--- config.mk ---
export PLATFORM = sky130hd
export DESIGN_NAME = digital_lock_lockout
export DESIGN_NICKNAME = d
export VERILOG_FILES = /design/src/rtl/digital_lock_defs.sv /design/src/rtl/digital_lock_lockout_key_press_decoder.sv /design/src/rtl/digital_lock_lockout.sv
export SDC_FILE = /design/constraint.sdc
export NUM_CORES = 1
export LEC_CHECK = 0
export CAP_MARGIN = 20
export CORE_ASPECT_RATIO = 0.8
export CORE_MARGIN = 3
export CORE_UTILIZATION = 30
export CTS_BUF_LIST = sky130_fd_sc_hd__clkbuf_16
export CTS_CLUSTER_DIAMETER = 60
export DETAILED_ROUTE_END_ITERATION = 8
export PLACE_DENSITY_LB_ADDON = 0.25
export SLEW_MARGIN = 30
export SYNTH_ARGS = -nofsm -noshare
export SYNTH_HDL_FRONTEND = slang
export SYNTH_SLANG_ARGS = --single-unit
--- constraint.sdc ---
create_clock -name clock -period 3.2 [get_ports clock]
set_input_delay 0.48 -clock clock [delete_from_list [all_inputs] [get_ports clock]]
set_output_delay 0.48 -clock clock [all_outputs]
set_load 0.02 [all_outputs]
--- src/rtl/digital_lock_defs.sv ---
// Shared definitions for the keypad lock: FSM state encoding, key index width
// and time-to-cycle conversion helpers.
package digital_lock_defs;

    typedef enum logic [1:0] {
        S_UNLOCKED = 2'd0,
        S_CONFIRM  = 2'd1,
        S_LOCKED   = 2'd2,
        S_LOCKOUT  = 2'd3
    } lock_state_t;

    // Bits needed to hold the index of one of n one-hot keys.
    function automatic int key_w(input int n);
        return (n > 2) ? $clog2(n) : 1;
    endfunction

    function automatic longint sec_to_cycles(input longint freq, input longint sec);
        return freq * sec;
    endfunction

    // Counter width able to reach the value n - 1 (never narrower than 1 bit).
    function automatic int cnt_w(input longint n);
        return (n > 2) ? $clog2(n) : 1;
    endfunction

endpackage

--- src/rtl/digital_lock_lockout_key_press_decoder.sv ---
// Key input stage: registers the previous key level and decodes a fresh press
// into a digit index plus a flag for multi-key (invalid) presses.
module key_press_decoder
    import digital_lock_defs::*;
#(
    parameter int NUM_KEYS = 4,
    parameter int KEY_W    = key_w(NUM_KEYS)
) (
    input  logic                clock,
    input  logic                reset,
    input  logic [NUM_KEYS-1:0] key,
    output logic                press,
    output logic [KEY_W-1:0]    digit,
    output logic                invalid
);

    logic [NUM_KEYS-1:0] key_q;

    always_ff @(posedge clock or negedge reset) begin
        if (!reset) begin
            key_q <= '0;
        end else begin
            key_q <= key;
        end
    end

    // A press needs an all-released previous sample, so rolling between keys is ignored.
    assign press   = (key != '0) && (key_q == '0);
    assign invalid = (key & (key - NUM_KEYS'(1))) != '0;

    always_comb begin
        digit = '0;
        for (int i = 0; i < NUM_KEYS; i++) begin
            if (key[i]) begin
                digit = KEY_W'(i);
            end
        end
    end

endmodule

--- src/rtl/digital_lock_lockout.sv ---
// Keypad lock FSM: passcode set by double entry, unlock by matching entry,
// inter-digit timeout and brute-force lockout after repeated failures.
module digital_lock_lockout
    import digital_lock_defs::*;
#(
    parameter int CLOCK_FREQ      = 50000000,
    parameter int NUM_KEYS        = 4,
    parameter int PASSCODE_LENGTH = 3,
    parameter int TIMEOUT_SEC     = 5,
    parameter int MAX_ATTEMPTS    = 3,
    parameter int LOCKOUT_SEC     = 30
) (
    input  logic                                 clock,
    input  logic                                 reset,
    input  logic [NUM_KEYS-1:0]                  key,
    output logic                                 locked,
    output logic                                 error,
    output logic                                 lockout,
    output logic [$clog2(PASSCODE_LENGTH+1)-1:0] digit_count
);

    localparam int     KEY_W          = key_w(NUM_KEYS);
    localparam int     CODE_W         = PASSCODE_LENGTH * KEY_W;
    localparam int     CNT_W          = $clog2(PASSCODE_LENGTH + 1);
    localparam int     FAIL_W         = $clog2(MAX_ATTEMPTS + 1);
    localparam longint TIMEOUT_CYCLES = sec_to_cycles(longint'(CLOCK_FREQ), longint'(TIMEOUT_SEC));
    localparam longint LOCKOUT_CYCLES = sec_to_cycles(longint'(CLOCK_FREQ), longint'(LOCKOUT_SEC));
    localparam int     TO_W           = cnt_w(TIMEOUT_CYCLES);
    localparam int     LO_W           = cnt_w(LOCKOUT_CYCLES);

    logic               press;
    logic [KEY_W-1:0]   digit;
    logic               invalid;

    lock_state_t        state, state_nxt;
    logic [CNT_W-1:0]   count_q, count_nxt;
    logic [CODE_W-1:0]  entry, entry_nxt;
    logic [CODE_W-1:0]  new_code, new_code_nxt;
    logic [CODE_W-1:0]  passcode, passcode_nxt;
    logic               poison, poison_nxt;
    logic [FAIL_W-1:0]  fail_count, fail_nxt, fail_inc;
    logic               error_q, error_nxt;
    logic [TO_W-1:0]    to_timer, to_timer_nxt;
    logic [LO_W-1:0]    lo_timer, lo_timer_nxt;
    logic               cmp_p1, cmp_p1_nxt;
    logic               vld_p1, vld_p1_nxt;
    logic [CODE_W-1:0]  shifted;
    logic [CODE_W-1:0]  ref_code;

    key_press_decoder #(
        .NUM_KEYS (NUM_KEYS),
        .KEY_W    (KEY_W)
    ) u_dec (
        .clock   (clock),
        .reset   (reset),
        .key     (key),
        .press   (press),
        .digit   (digit),
        .invalid (invalid)
    );

    always_ff @(posedge clock or negedge reset) begin
        if (!reset) begin
            state      <= S_UNLOCKED;
            count_q    <= '0;
            entry      <= '0;
            new_code   <= '0;
            passcode   <= '0;
            poison     <= 1'b0;
            fail_count <= '0;
            error_q    <= 1'b0;
            to_timer   <= '0;
            lo_timer   <= '0;
            cmp_p1     <= 1'b0;
            vld_p1     <= 1'b0;
        end else begin
            state      <= state_nxt;
            count_q    <= count_nxt;
            entry      <= entry_nxt;
            new_code   <= new_code_nxt;
            passcode   <= passcode_nxt;
            poison     <= poison_nxt;
            fail_count <= fail_nxt;
            error_q    <= error_nxt;
            to_timer   <= to_timer_nxt;
            lo_timer   <= lo_timer_nxt;
            cmp_p1     <= cmp_p1_nxt;
            vld_p1     <= vld_p1_nxt;
        end
    end

    always_comb begin
        state_nxt    = state;
        count_nxt    = count_q;
        entry_nxt    = entry;
        new_code_nxt = new_code;
        passcode_nxt = passcode;
        poison_nxt   = poison;
        fail_nxt     = fail_count;
        error_nxt    = error_q;
        to_timer_nxt = to_timer;
        lo_timer_nxt = lo_timer;
        cmp_p1_nxt   = 1'b0;
        vld_p1_nxt   = 1'b0;
        shifted      = (entry << KEY_W) | CODE_W'(digit);
        ref_code     = (state == S_CONFIRM) ? new_code : passcode;
        fail_inc     = (fail_count == FAIL_W'(MAX_ATTEMPTS)) ? fail_count : fail_count + FAIL_W'(1);

        if (state == S_LOCKOUT) begin
            if (lo_timer == LO_W'(LOCKOUT_CYCLES - 1)) begin
                state_nxt    = S_LOCKED;
                fail_nxt     = '0;
                error_nxt    = 1'b0;
                lo_timer_nxt = '0;
            end else begin
                lo_timer_nxt = lo_timer + LO_W'(1);
            end
        // ---- p1: act on the compare registered with the final digit ----
        end else if (vld_p1) begin
            count_nxt    = '0;
            entry_nxt    = '0;
            poison_nxt   = 1'b0;
            to_timer_nxt = '0;
            case (state)
                S_UNLOCKED: begin
                    new_code_nxt = entry;
                    state_nxt    = S_CONFIRM;
                end
                S_CONFIRM: begin
                    if (cmp_p1) begin
                        passcode_nxt = new_code;
                        state_nxt    = S_LOCKED;
                    end else begin
                        error_nxt = 1'b0 | 1'b1;
                        state_nxt = S_UNLOCKED;
                    end
                end
                default: begin
                    if (cmp_p1) begin
                        fail_nxt  = '0;
                        state_nxt = S_UNLOCKED;
                    end else begin
                        error_nxt = 1'b1;
                        fail_nxt  = fail_inc;
                        if (fail_inc == FAIL_W'(MAX_ATTEMPTS)) begin
                            state_nxt    = S_LOCKOUT;
                            lo_timer_nxt = '0;
                        end
                    end
                end
            endcase
        // ---- p0: digit capture; a press beats a timeout on the same edge ----
        end else if (press) begin
            error_nxt    = 1'b0;
            count_nxt    = count_q + CNT_W'(1);
            entry_nxt    = shifted;
            poison_nxt   = poison | invalid;
            to_timer_nxt = '0;
            if (count_q == CNT_W'(PASSCODE_LENGTH - 1)) begin
                vld_p1_nxt = 1'b1;
                cmp_p1_nxt = !(poison | invalid) && (shifted == ref_code);
            end
        end else if (count_q != '0) begin
            if (to_timer == TO_W'(TIMEOUT_CYCLES - 1)) begin
                count_nxt    = '0;
                entry_nxt    = '0;
                poison_nxt   = 1'b0;
                to_timer_nxt = '0;
                if (state == S_CONFIRM) begin
                    state_nxt    = S_UNLOCKED;
                    new_code_nxt = '0;
                end
            end else begin
                to_timer_nxt = to_timer + TO_W'(1);
            end
        end
    end

    assign locked      = (state == S_LOCKED) || (state == S_LOCKOUT);
    assign lockout     = (state == S_LOCKOUT);
    assign error       = error_q;
    assign digit_count = count_q;

endmodule
==> summary.txt <==
Synth
  • Main synth FF type: dfrtp_1
  • Ys async rst share: 100%
  • Yosys top cell by area: dfrtp_1
  • Post-synthesis area per instance: 9.59 um2
  • Synth top area share: 48.4%
  • Post-synthesis instance area: 4710 um2
  • List of most frequent post-synthesis cells: 91 x dfrtp_1, 53 x nor2_1, 37 x nand2_1
  • Count leader, synth: dfrtp_1
  • Flops & latches, synth: 91
  • Post-Synthesis Cells: 491
  • Syn_nets: 501
  • Post-synth EDFFs: 0
  • Netlist cell types: 53
  • Yosys Warn Count: 0
  • Post-synthesis sequential area ratio: 48.4%
  • Top post-synthesis cells by area: dfrtp_1 48%, nor2_1 4.2%, xnor2_1 3.5%

Clock tree
  • CTS HTree Levels: 3
  • Clock transition at path regs: 0.07 ns
  • Post-CTS Resized: 0
  • CTS tree: yes
  • Post-CTS setup buffer count: 0
  • CTS Buf Count: 9
  • Num Clock Sinks: 91
  • Clock latency on the worst-skew pair: 0.34 ns
  • Maximum clock path buffer count: 2
  • CTS root buffer: clkbuf_16
  • Hold_buf cts: 0

Power and ir drop
  • Leakage power: 2.21 nW
  • Pwr dens: 553 nW/um2
  • Maximum vdd drop: 0.374 mV

Floorplan
  • Core area: 15200 um2
  • Initial core utilization: 31.0%
  • Num rows: 40
  • Die area: 17200 um2
  • Top Ports: 11
  • Die W: 146 um
  • Die height: 118 um

Critical path
  • Crit path required time: 3.40 ns
  • Crit path max fanout: 20
  • Setup CP Type: reg2reg
  • Endpoint type of the worst setup path: flop
  • Worst setup SP type: flop
  • Critical Path AT: 3.01 ns

Min path
  • Hold Crit Class: in2async

GRT
  • Remaining global-route overflow: 0
  • Total GRT Usage: 12.9%
  • Initial antenna violation count: 0
  • First-pass GRT wire length: 18.4 mm
  • Vias in the first global route: 3611
  • Largest net degree at the start of global routing: 59

Drt
  • # DRC: 0
  • Drt via density: 5.24
  • Vias: 3764
  • Final ANT Viol Nets: 0
  • WL/cell: 14.8 um
  • DRT Pass-1 Iters: 5
  • DRT iter0 DRCs: 255
  • Drt total wl: 10.6 mm

Flow run
  • MaxCap Viol Count: 0

STA
  • Max Clk Rate: 0.355 GHz
  • Setup Skew: 0.00851 ns
  • Worst-Margin Slew: 0.896 ns
  • Period utilisation layout: 88.0%
  • RSZ-0062 raised after global routing: no
  • Post-layout min period: 2.82 ns
  • Final hold viol count: 0
  • Fin. max-slew vios: 0
  • Endpoints failing setup: 0
  • Setup ws final: 0.383 ns
  • Final setup TNS: 0 ns
  • Max-slew headroom: 39.8%

Placement
  • DPL Wire Length: 7.33 mm
  • Place WS: 0.0599 ns
  • # port buffers: 10
  • Gpl congestion: 0.765
  • Placed insts: 702

Layout
  • Finished Core Util: 35.6%
  • ANT cells: 0
  • Synth-to-layout area growth: 14.7%
  • Share of post-route cells with drive strength above 1: 7.87%
  • Final nets: 513
  • Final std cells w/o fill: 718

Run status
  • Status: completed
[worst max-delay path, stage by stage, from the launching register on]
cell and delay [ns]:
dfrtp_1 0.40, ha_1 0.23, nand3_1 0.13, or3_1 0.43
o31ai_2 0.60, and2_1 0.71, o21ai_0 0.17
[path summary, 6_finish.rpt]
kind	from	endpoint	slack, ns	cells past startpoint
max reg2reg	to_timer[0]	digit_count[1]	0.38	6
min in group clock	entry[4]	entry[4]	0.50	1
max in group asynchronous	reset	fail_count[1]	2.32	2
min reg2reg	entry[4]	entry[4]	0.50	1
min	reset	lo_timer[6]	0.20	1
max	to_timer[0]	digit_count[1]	0.38	6
[stage by stage]
step / hold slack (ns) / area, um2 / power, W
floorplan: 0.184 / 4710 / 0.00168
global placement: 0.487 / 5070 / 0.00184
detailed placement: 0.488 / 5070 / 0.00185
CTS: 0.240 / 5390 / 0.00302
global route: 0.265 / 5400 / 0.00316
finish: 0.197 / 5400 / 0.00299
[cell type report]
cell class	instances	area, um2
Fill cell	1547	9770
Multi-Input combinational cell	368	2310
Sequential cell	91	2280
Tap cell	210	263
Clock buffer	9	225
Timing Repair Buffer	17	163
Clock inverter	7	98.8
Inverter	16	60.1
[sequential cells by signal, indices dropped and copies added (netlist names), 2 cells and up]
| register | flops |
|---|---|
| to_timer | 28 |
| passcode | 6 |
| new_code | 6 |
| digit_count | 2 |
| lo_timer | 31 |
| entry | 6 |
| state | 2 |
| u_dec.key_q | 4 |
| fail_count | 2 |
[power breakdown]
group          total [W]  switching [W]  internal (W)  leakage (nW)
registers        0.00139       0.000120       0.00127          1.24
logic           0.000438       0.000235      0.000202         0.821
clock network    0.00116       0.000473      0.000690         0.156
total            0.00299       0.000828       0.00216          2.21
[cell families (layout without fill, tap and decap cells)]
group	after synthesis	in the layout	synth area share, %
AND/OR/NAND/NOR	218	218	25.0
AO/OA/AOI/OAI	98	98	13.4
flip-flops	91	91	48.4
XOR/XNOR	32	32	5.95
buffers and inverters	32	49	2.63
multiplexers	15	15	3.40
adder cells (fa/ha/maj)	5	5	1.28
[per-layer routing]
layer  GRT usage (%)  wire (um)  vias up
li1                -          -     1822
met1            19.1       5430     1871
met2            18.6       4720       64
met3            3.31        425        7
met4            3.29         72        0
met5               0          0        -
[placed cells by master (no fill, tap or decap), drive strengths merged, types with 2 or more instances in the layout]
cell type / instances
nor4b: 5
o21ai: 30
and2: 5
mux2i: 7
nand2b: 5
nor4: 10
or4: 12
xnor2: 19
nand2: 37
o31ai: 9
a2bb2oi: 2
nand4b: 2
nand4: 16
clkbuf: 9
a21oi: 25
nand3: 20
nor2b: 4
clkdlybuf4s50: 9
o2bb2ai: 3
a31oi: 5
dfrtp: 91
or2: 4
xor2: 13
mux2: 8
nand3b: 2
ha: 4
clkinv: 2
bufinv: 2
nor3: 11
inv: 18
or3: 14
and3: 8
nor2: 53
and4: 7
a22o: 16
buf: 8
No activity file was read; power rests on OpenSTA's default activity.
